### config.mk
export PLATFORM = sky130hd
export DESIGN_NAME = vram_access_ctrl
export DESIGN_NICKNAME = d
export VERILOG_FILES = /design/src/rtl/vram_access_ctrl.sv
export SDC_FILE = /design/constraint.sdc
export NUM_CORES = 1
export LEC_CHECK = 0
export BUFFER_PORTS_ARGS = -buffer_cell sky130_fd_sc_hd__buf_2
export CAP_MARGIN = 5
export CORE_ASPECT_RATIO = 0.75
export CORE_MARGIN = 2
export CORE_UTILIZATION = 28
export CTS_CLUSTER_SIZE = 24
export DETAILED_ROUTE_END_ITERATION = 7
export GPL_TIMING_DRIVEN = 0
export MAX_ROUTING_LAYER = met4
export SYNTH_ARGS = -nofsm -noshare
export SYNTH_HDL_FRONTEND = slang
export SYNTH_SLANG_ARGS = --single-unit
### constraint.sdc
create_clock -name clock -period 1.97 [get_ports clock]
set_input_delay 0.394 -clock clock [delete_from_list [all_inputs] [get_ports clock]]
set_output_delay 0.394 -clock clock [all_outputs]
set_load 0.02 [all_outputs]
### src/rtl/vram_access_ctrl.sv
// Front-end sequencer for a single-port synchronous video RAM: post-reset clear,
// then per-cycle arbitration of the RAM port between video fetch and the Z80 bus.
`timescale 1ns/1ps

module vram_access_ctrl #(
  parameter int addr_width_g = 11,
  parameter int data_width_g = 8,
  parameter int clear_val_g  = 0,
  parameter int starve_max_g = 4
) (
  input  logic                    clock,
  input  logic                    reset,
  input  logic                    cpu_req,
  input  logic                    cpu_wr,
  input  logic [addr_width_g-1:0] cpu_addr,
  input  logic [data_width_g-1:0] cpu_din,
  output logic [data_width_g-1:0] cpu_dout,
  output logic                    cpu_ack,
  input  logic                    vid_req,
  input  logic [addr_width_g-1:0] vid_addr,
  output logic [data_width_g-1:0] vid_dout,
  output logic                    vid_valid,
  output logic                    vid_miss,
  output logic                    init_busy,
  output logic [addr_width_g-1:0] ram_address,
  output logic [data_width_g-1:0] ram_data,
  output logic                    ram_wren,
  input  logic [data_width_g-1:0] ram_q
);

  localparam logic [3:0]              STARVE_MAX = 4'(starve_max_g);
  localparam logic [data_width_g-1:0] CLEAR_VAL  = data_width_g'(clear_val_g);
  localparam logic [addr_width_g:0]   CNT_ONE    = {{addr_width_g{1'b0}}, 1'b1};

  typedef enum logic {
    ST_CLEAR,
    ST_RUN
  } state_t;

  state_t r_state;
  state_t w_state_next;

  logic [addr_width_g:0]   r_clr_cnt;
  logic [addr_width_g:0]   w_clr_cnt_inc;
  logic                    w_clr_done;
  logic [3:0]              r_starve;
  logic                    w_starved;

  logic [addr_width_g-1:0] r_ram_address;
  logic [data_width_g-1:0] r_ram_data;
  logic                    r_ram_wren;
  logic                    r_init_busy;

  logic                    r_vid_s1;
  logic                    r_vid_s2;
  logic                    r_vid_valid;
  logic [data_width_g-1:0] r_vid_dout;
  logic                    r_vid_miss;

  logic                    r_cpu_busy;
  logic                    r_cpu_wr_s1;
  logic                    r_cpu_rd_s1;
  logic                    r_cpu_rd_s2;
  logic                    r_cpu_ack;
  logic [data_width_g-1:0] r_cpu_dout;

  logic                    w_cpu_elig;
  logic                    w_cpu_issue;
  logic                    w_vid_issue;
  logic                    w_vid_refused;
  logic                    w_cpu_lost;

  // The extra counter bit flips exactly when the top address has been issued.
  assign w_clr_cnt_inc = r_clr_cnt + CNT_ONE;
  assign w_clr_done    = w_clr_cnt_inc[addr_width_g];

  assign w_starved  = (r_starve == STARVE_MAX);
  assign w_cpu_elig = cpu_req & ~r_cpu_busy;

  always_ff @(posedge clock or posedge reset) begin
    if (reset) begin
      r_state <= ST_CLEAR;
    end else begin
      r_state <= w_state_next;
    end
  end

  always_comb begin
    w_state_next  = r_state;
    w_cpu_issue   = 1'b0;
    w_vid_issue   = 1'b0;
    w_vid_refused = 1'b0;
    w_cpu_lost    = 1'b0;
    case (r_state)
      ST_CLEAR: begin
        if (w_clr_done) begin
          w_state_next = ST_RUN;
        end
      end
      ST_RUN: begin
        // Video owns the slot unless the CPU has already lost too many in a row.
        w_cpu_issue   = w_cpu_elig & (~vid_req | w_starved);
        w_vid_issue   = vid_req & ~w_cpu_issue;
        w_vid_refused = vid_req & w_cpu_issue;
        w_cpu_lost    = w_cpu_elig & ~w_cpu_issue;
      end
      default: begin
        w_state_next = ST_CLEAR;
      end
    endcase
  end

  always_ff @(posedge clock or posedge reset) begin
    if (reset) begin
      r_clr_cnt     <= '0;
      r_starve      <= '0;
      r_ram_address <= '0;
      r_ram_data    <= '0;
      r_ram_wren    <= 1'b0;
      r_init_busy   <= 1'b1;
      r_vid_s1      <= 1'b0;
      r_vid_s2      <= 1'b0;
      r_vid_valid   <= 1'b0;
      r_vid_dout    <= '0;
      r_vid_miss    <= 1'b0;
      r_cpu_busy    <= 1'b0;
      r_cpu_wr_s1   <= 1'b0;
      r_cpu_rd_s1   <= 1'b0;
      r_cpu_rd_s2   <= 1'b0;
      r_cpu_ack     <= 1'b0;
      r_cpu_dout    <= '0;
    end else begin
      r_ram_wren  <= 1'b0;
      r_vid_miss  <= 1'b0;
      r_vid_valid <= 1'b0;
      r_cpu_ack   <= 1'b0;

      r_vid_s1    <= w_vid_issue;
      r_vid_s2    <= r_vid_s1;
      r_cpu_wr_s1 <= w_cpu_issue & cpu_wr;
      r_cpu_rd_s1 <= w_cpu_issue & ~cpu_wr;
      r_cpu_rd_s2 <= r_cpu_rd_s1;

      if (r_state == ST_CLEAR) begin
        r_ram_address <= r_clr_cnt[addr_width_g-1:0];
        r_ram_data    <= CLEAR_VAL;
        r_ram_wren    <= 1'b1;
        r_clr_cnt     <= w_clr_cnt_inc;
        r_init_busy   <= 1'b1;
      end else begin
        r_init_busy <= 1'b0;
        r_vid_miss  <= w_vid_refused;
        if (w_cpu_issue) begin
          r_ram_address <= cpu_addr;
          r_ram_wren    <= cpu_wr;
          if (cpu_wr) begin
            r_ram_data <= cpu_din;
          end
          r_cpu_busy <= 1'b1;
          r_starve   <= '0;
        end else if (w_vid_issue) begin
          r_ram_address <= vid_addr;
        end
        if (w_cpu_lost && !w_starved) begin
          r_starve <= r_starve + 4'd1;
        end
      end

      // RAM q is valid for the op issued two edges ago.
      if (r_vid_s2) begin
        r_vid_dout  <= ram_q;
        r_vid_valid <= 1'b1;
      end
      if (r_cpu_wr_s1) begin
        r_cpu_ack  <= 1'b1;
        r_cpu_busy <= 1'b0;
      end
      if (r_cpu_rd_s2) begin
        r_cpu_dout <= ram_q;
        r_cpu_ack  <= 1'b1;
        r_cpu_busy <= 1'b0;
      end
    end
  end

  assign ram_address = r_ram_address;
  assign ram_data    = r_ram_data;
  assign ram_wren    = r_ram_wren;
  assign init_busy   = r_init_busy;
  assign vid_dout    = r_vid_dout;
  assign vid_valid   = r_vid_valid;
  assign vid_miss    = r_vid_miss;
  assign cpu_dout    = r_cpu_dout;
  assign cpu_ack     = r_cpu_ack;

endmodule
Word-level counts from Yosys, hierarchy flattened
Index checks and enable logic that the tools add are counted.
W data, S select, Z words.
{ "word_totals": {"out_inout_bits": 40, "latchBits": 0, "regBits": 63, "romBits": 0, "wordCells": 68, "mem_count": 0, "inputBits": 43, "ram_bits": 0} }
{ "op_classes": {"n_reduce_logical": 8, "shift": 0, "n_eq_ne": 4, "n_lt_le_gt_ge": 0, "mul": 0, "mux": 24, "div_mod_pow": 0, "add_sub_neg": 2, "bitwise": 12} }
{ "ops": {"columns": ["operator", "n"], "rows": [
  ["$mux W11", 3],
  ["$mux W8", 3],
  ["$mux W1", 16],
  ["$add A12 B1 Y12 const B", 1],
  ["$mux W4", 2],
  ["$and A1 B1 Y1", 7],
  ["$reduce_and A2 Y1", 3],
  ["$reduce_bool A3 Y1", 2],
  ["$add A4 B1 Y4 const B", 1],
  ["$eq A4 B3 Y1 const B", 1],
  ["$not A1 Y1", 4],
  ["$ne A3 B1 Y1 const B", 1],
  ["$ne A2 B1 Y1 const B", 1],
  ["$ne A2 B2 Y1 const B", 1],
  ["$reduce_bool A2 Y1", 1],
  ["$logic_and A1 B1 Y1", 1],
  ["$logic_not A1 Y1", 1],
  ["$or A1 B1 Y1", 1]
]} }

Depth between registers and ports, before layout
{ "depth": {"ltp_word": 9, "depth_mapped": 7, "mapped_depth_nobuf": 6} }

Worst setup path before layout
Ideal clock, no wire load.
{ "synth_timing": {"path_kind": "register to register", "startpoint": "register r_starve[0]", "endpoint": "register r_ram_address[4], in the netlist ram_address[4]", "t_arrival_ns": 1.449, "path_buffers": 1, "setup_time_ns": 0.121, "required_time_ns": 1.849, "stages_incl_launch_ff": 8, "synth_period_minus_slack_ns": 1.570, "slack_ns": 0.400, "cell_sequence": "dfrtp_1 > inv_1 > ha_1 > nand3b_1 > a21oi_1 > buf_2 > a22o_2 > o22a_1"} }
{ "synth_between": {"elab_chain_len": 7, "word_cells_on_any_way": 10, "cone_classes": "eq/ne (2); mux (4); bitwise (4)"} }
{ "synth_lines": {"columns": ["item", "line_no", "rtl"], "rows": [
  ["start: declaration", "46", "logic [3:0] r_starve;"],
  ["start signal: assignment", "165", "r_starve <= r_starve + 4'd1;"],
  ["$eq A4 B3 Y1 (*)", "77", "assign w_starved = (r_starve == STARVE_MAX);"],
  ["$or A1 B1 Y1 (*)", "102", "w_cpu_issue = w_cpu_elig & (~vid_req | w_starved);"],
  ["$and A1 B1 Y1 (*)", "102", null],
  ["$not A1 Y1", "103", "w_vid_issue = vid_req & ~w_cpu_issue;"],
  ["$and A1 B1 Y1", "103", null],
  ["$mux W1", "94", "case (r_state)"],
  ["$ne A3 B1 Y1 (no line)", null, null],
  ["end signal: assignment", "145", "r_ram_address <= r_clr_cnt[addr_width_g-1:0];"],
  ["end signal: assignment", "154", "r_ram_address <= cpu_addr;"],
  ["end signal: assignment", "162", "r_ram_address <= vid_addr;"],
  ["end: declaration", "49", "logic [addr_width_g-1:0] r_ram_address;"]
]} }
Every way passes the cells marked *; elsewhere a longest branch is shown, timed or not.
A chain may end at the register's enable or synchronous reset.

Worst setup path after layout
Ends and elaborated chain as after synthesis.

==> flow_summary.yaml <==
worst_setup_path:
  r2r_slack_ns: 0.08
  cp-startpoint: "r_starve[0]$_DFFE_PP0P_"
  critPathTopFamily: "compound AO/OA/AOI/OAI gates"
  slowest_delay_ns: 0.41
  r2r_start: "r_starve[0]$_DFFE_PP0P_"
  arrival_ns: 2.10
  endpoint: "ram_address[4]$_DFFE_PP0P_"
  r2r_cells: 7
  worstSetupStartpointType: "flop"
  end_kind: "flop"
  cp.depth: 7
  crit_type: "flop to flop"
  path_max_fanout: 10
  crit_required_ns: 2.17
  cp_slowest_cell: "dfrtp_1"
  path_cells: "inv_1 > ha_1 > nand3b_1 > a22oi_1 > clkbuf_4 > a21oi_1 > o22a_1"
  worstReg2RegEnd: "ram_address[4]$_DFFE_PP0P_"
  crit_buf_inv: 2
clocking:
  clkTransAtPathRegs_ns: 0.05
  post-cts-setup-buffer-count: 0
  cts_root_buf: "clkbuf_16"
  htree_levels: 3
  cts_buffers: 9
  cts.path.max_buffers: 2
  clock-sinks: 63
  clkLatencyLatePin_ns: 0.32
  cts_tree: "built"
final_layout:
  drive_gt1_frac: 0.406
  antenna_cells: 0
  fin_util: 0.391
  regArea_mm2: 0.00158
  fin_cells: 441
  layout.nets: 354
  multi_input_area_um2: 960
  nFillCells: 913
  syn_to_final_growth_pct: 34.8
timing:
  hold_viol: 0
  slew_headroom: 0.600
  final_max_slew_viol_count: 0
  finalClockSkew_ns: 0.00483
  rsz0062_at_grt: "false"
  min_period_ns: 1.89
  setup_ws_ns: 0.0766
  worst_pin_slew_ns: 0.600
  max_freq_ghz: 0.528
  setup-violations-final: 0
  timing.hold.ws_ns: 0.0966
  fin_crit_sh: 0.961
yosys:
  synth.distinct_cells: 38
  synth_fp_nets: 261
  yosysWarnings: 0
  ys_seq_elements: 63
  syn_area_mm2: 0.00264
  yosysSeqAreaShare: 0.597
  synth_cells: 215
  synth_area_per_cell_um2: 12.3
  async_flop_share: 1.00
  ys.flop_type: "dfrtp_1"
  synth-edff-count: 0
drt:
  vias_per_cell: 4.57
  wirelength_um: 6270
  num_vias: 2017
  drc_errors: 0
  drtIter0Drc: 48
  wl_per_cell_um: 14.2
  dr.pass1.iters: 4
  drtAntennaViolNets: 0
place:
  port_buffers: 81
  globalplace.congestion: 0.782
  dp_slack_ns: -0.0655
  place_hpwl_um: 4450
  place_inst: 425
run:
  maxCapViolations: 0
global_route:
  grt_max_degree: 43
  antenna_found_initial: 0
  grt_pass1_wl_um: 10000
  overflow: 0
  track_usage: 0.134
  grt_pass1_vias: 1958
floorplan:
  initial_core_util: 0.290
  die_h_um: 88.2
  rows: 30
  ioPinCount: 83
  fp.dieW_um: 116
  dieArea_mm2: 0.0102
  fp.coreArea_mm2: 0.00912
worst_hold_path:
  min_path_type: "input pin to asynchronous set/reset pin"
power_and_ir_drop:
  p_leak_uw: 0.00186
  p_per_area_mw_per_mm2: 876
  vdd_drop_max_v: 0.000369
  p_total_uw: 3120
run_status:
  status: "completed"
## flip-flops by register name (all words and copies together), names as in the netlist
| name | cells |
|---|---|
| r_cpu_busy | 1 |
| vid_miss | 1 |
| r_state | 1 |
| r_cpu_rd_s2 | 1 |
| r_clr_cnt | 12 |
| r_cpu_wr_s1 | 1 |
| cpu_ack | 1 |
| r_vid_s1 | 1 |
| vid_dout | 8 |
| ram_address | 11 |
| ram_data | 8 |
| r_starve | 4 |
| cpu_dout | 8 |
| ram_wren | 1 |
| r_vid_s2 | 1 |
| r_cpu_rd_s1 | 1 |
| init_busy | 1 |
| vid_valid | 1 |
## through the flow
step,TNS [ns],instance area [µm²]
after floorplan,0,2640
after global placement,-51.97,3210
after detailed placement,-0.468,3230
after CTS,0,3560
after global routing,0,3560
final,0,3560
## logic make-up after synthesis
kind of cell | after synthesis | share of synthesized area
XOR/XNOR | 11 | 0.0364
adder cells (fa/ha/maj) | 3 | 0.0142
AND/OR/NAND/NOR | 42 | 0.0913
buffers and inverters | 27 | 0.0431
flip-flops | 63 | 0.597
multiplexers | 17 | 0.0724
AO/OA/AOI/OAI | 52 | 0.146
## how the worst min path moves through the flow
stage / startpoint / endpoint / slack, ns
2_1_floorplan: r_cpu_rd_s1$_DFF_PP0_ / r_cpu_rd_s2$_DFF_PP0_ / 0.33
5_1_grt: reset / ram_address[6]$_DFFE_PP0P_ / 0.14
3_3_place_gp: r_cpu_rd_s1$_DFF_PP0_ / r_cpu_rd_s2$_DFF_PP0_ / 0.33
3_5_place_dp: r_cpu_rd_s1$_DFF_PP0_ / r_cpu_rd_s2$_DFF_PP0_ / 0.34
6_report: reset / cpu_dout[2]$_DFFE_PP0P_ / 0.1
4_1_cts: reset / ram_data[7]$_DFFE_PP0P_ / 0.11
## cell type report
cell class,instances,share of cell area
buffer,10,0.0147
clock buffer,13,0.0730
clock inverter,3,0.0183
inverter,17,0.0179
multi-input combinational,125,0.269
sequential,63,0.443
tap,128,0.0449
timing repair buffer,82,0.119
## placed cells by master (no fill, tap or decap), drive strengths merged, types with 3 or more instances in the layout
| cell type | count |
|---|---|
| o21ai | 3 |
| clkbuf | 19 |
| buf | 86 |
| nor2 | 9 |
| o22a | 10 |
| nand3 | 7 |
| nand2 | 7 |
| xor2 | 5 |
| ha | 3 |
| mux2 | 17 |
| dfrtp | 62 |
| nand4 | 3 |
| a22o | 18 |
| a21oi | 15 |
| inv | 17 |
| xnor2 | 6 |
## layer usage
layer / global-route usage / wire length, µm / vias up
li1: - / - / 956
met1: 0.185 / 3010 / 992
met2: 0.187 / 2820 / 63
met3: 0.0498 / 400 / 6
met4: 0.0325 / 44 / 0
met5: - / 0 / -
## cells in the mapped netlist (4+ instances only)
| library cell | number | area [µm²] |
|---|---|---|
| nand2_1 | 7 | 26.3 |
| nand3_1 | 7 | 35.0 |
| buf_2 | 4 | 20.0 |
| o22a_1 | 10 | 87.6 |
| a21oi_1 | 15 | 75.1 |
| mux2_2 | 17 | 191 |
| nor2_1 | 9 | 33.8 |
| xnor2_1 | 6 | 52.6 |
| clkbuf_1 | 5 | 18.8 |
| xor2_1 | 5 | 43.8 |
| dfrtp_1 | 62 | 1550 |
| a22o_1 | 17 | 149 |
| inv_1 | 17 | 63.8 |
## report_power, final
part / leakage (µW) / total (µW) / internal [µW] / switching, µW
combinational: 0.000865 / 111 / 46.1 / 65.3
sequential: 0.000838 / 1300 / 1300 / 2.81
clock: 0.000160 / 1710 / 1170 / 532
## timing repair
item	in CTS	in global routing
resized for setup	1	2
hold buffers	0	0
endpoints found under the setup margin	9	10
No activity file was read; power rests on OpenSTA's default activity.
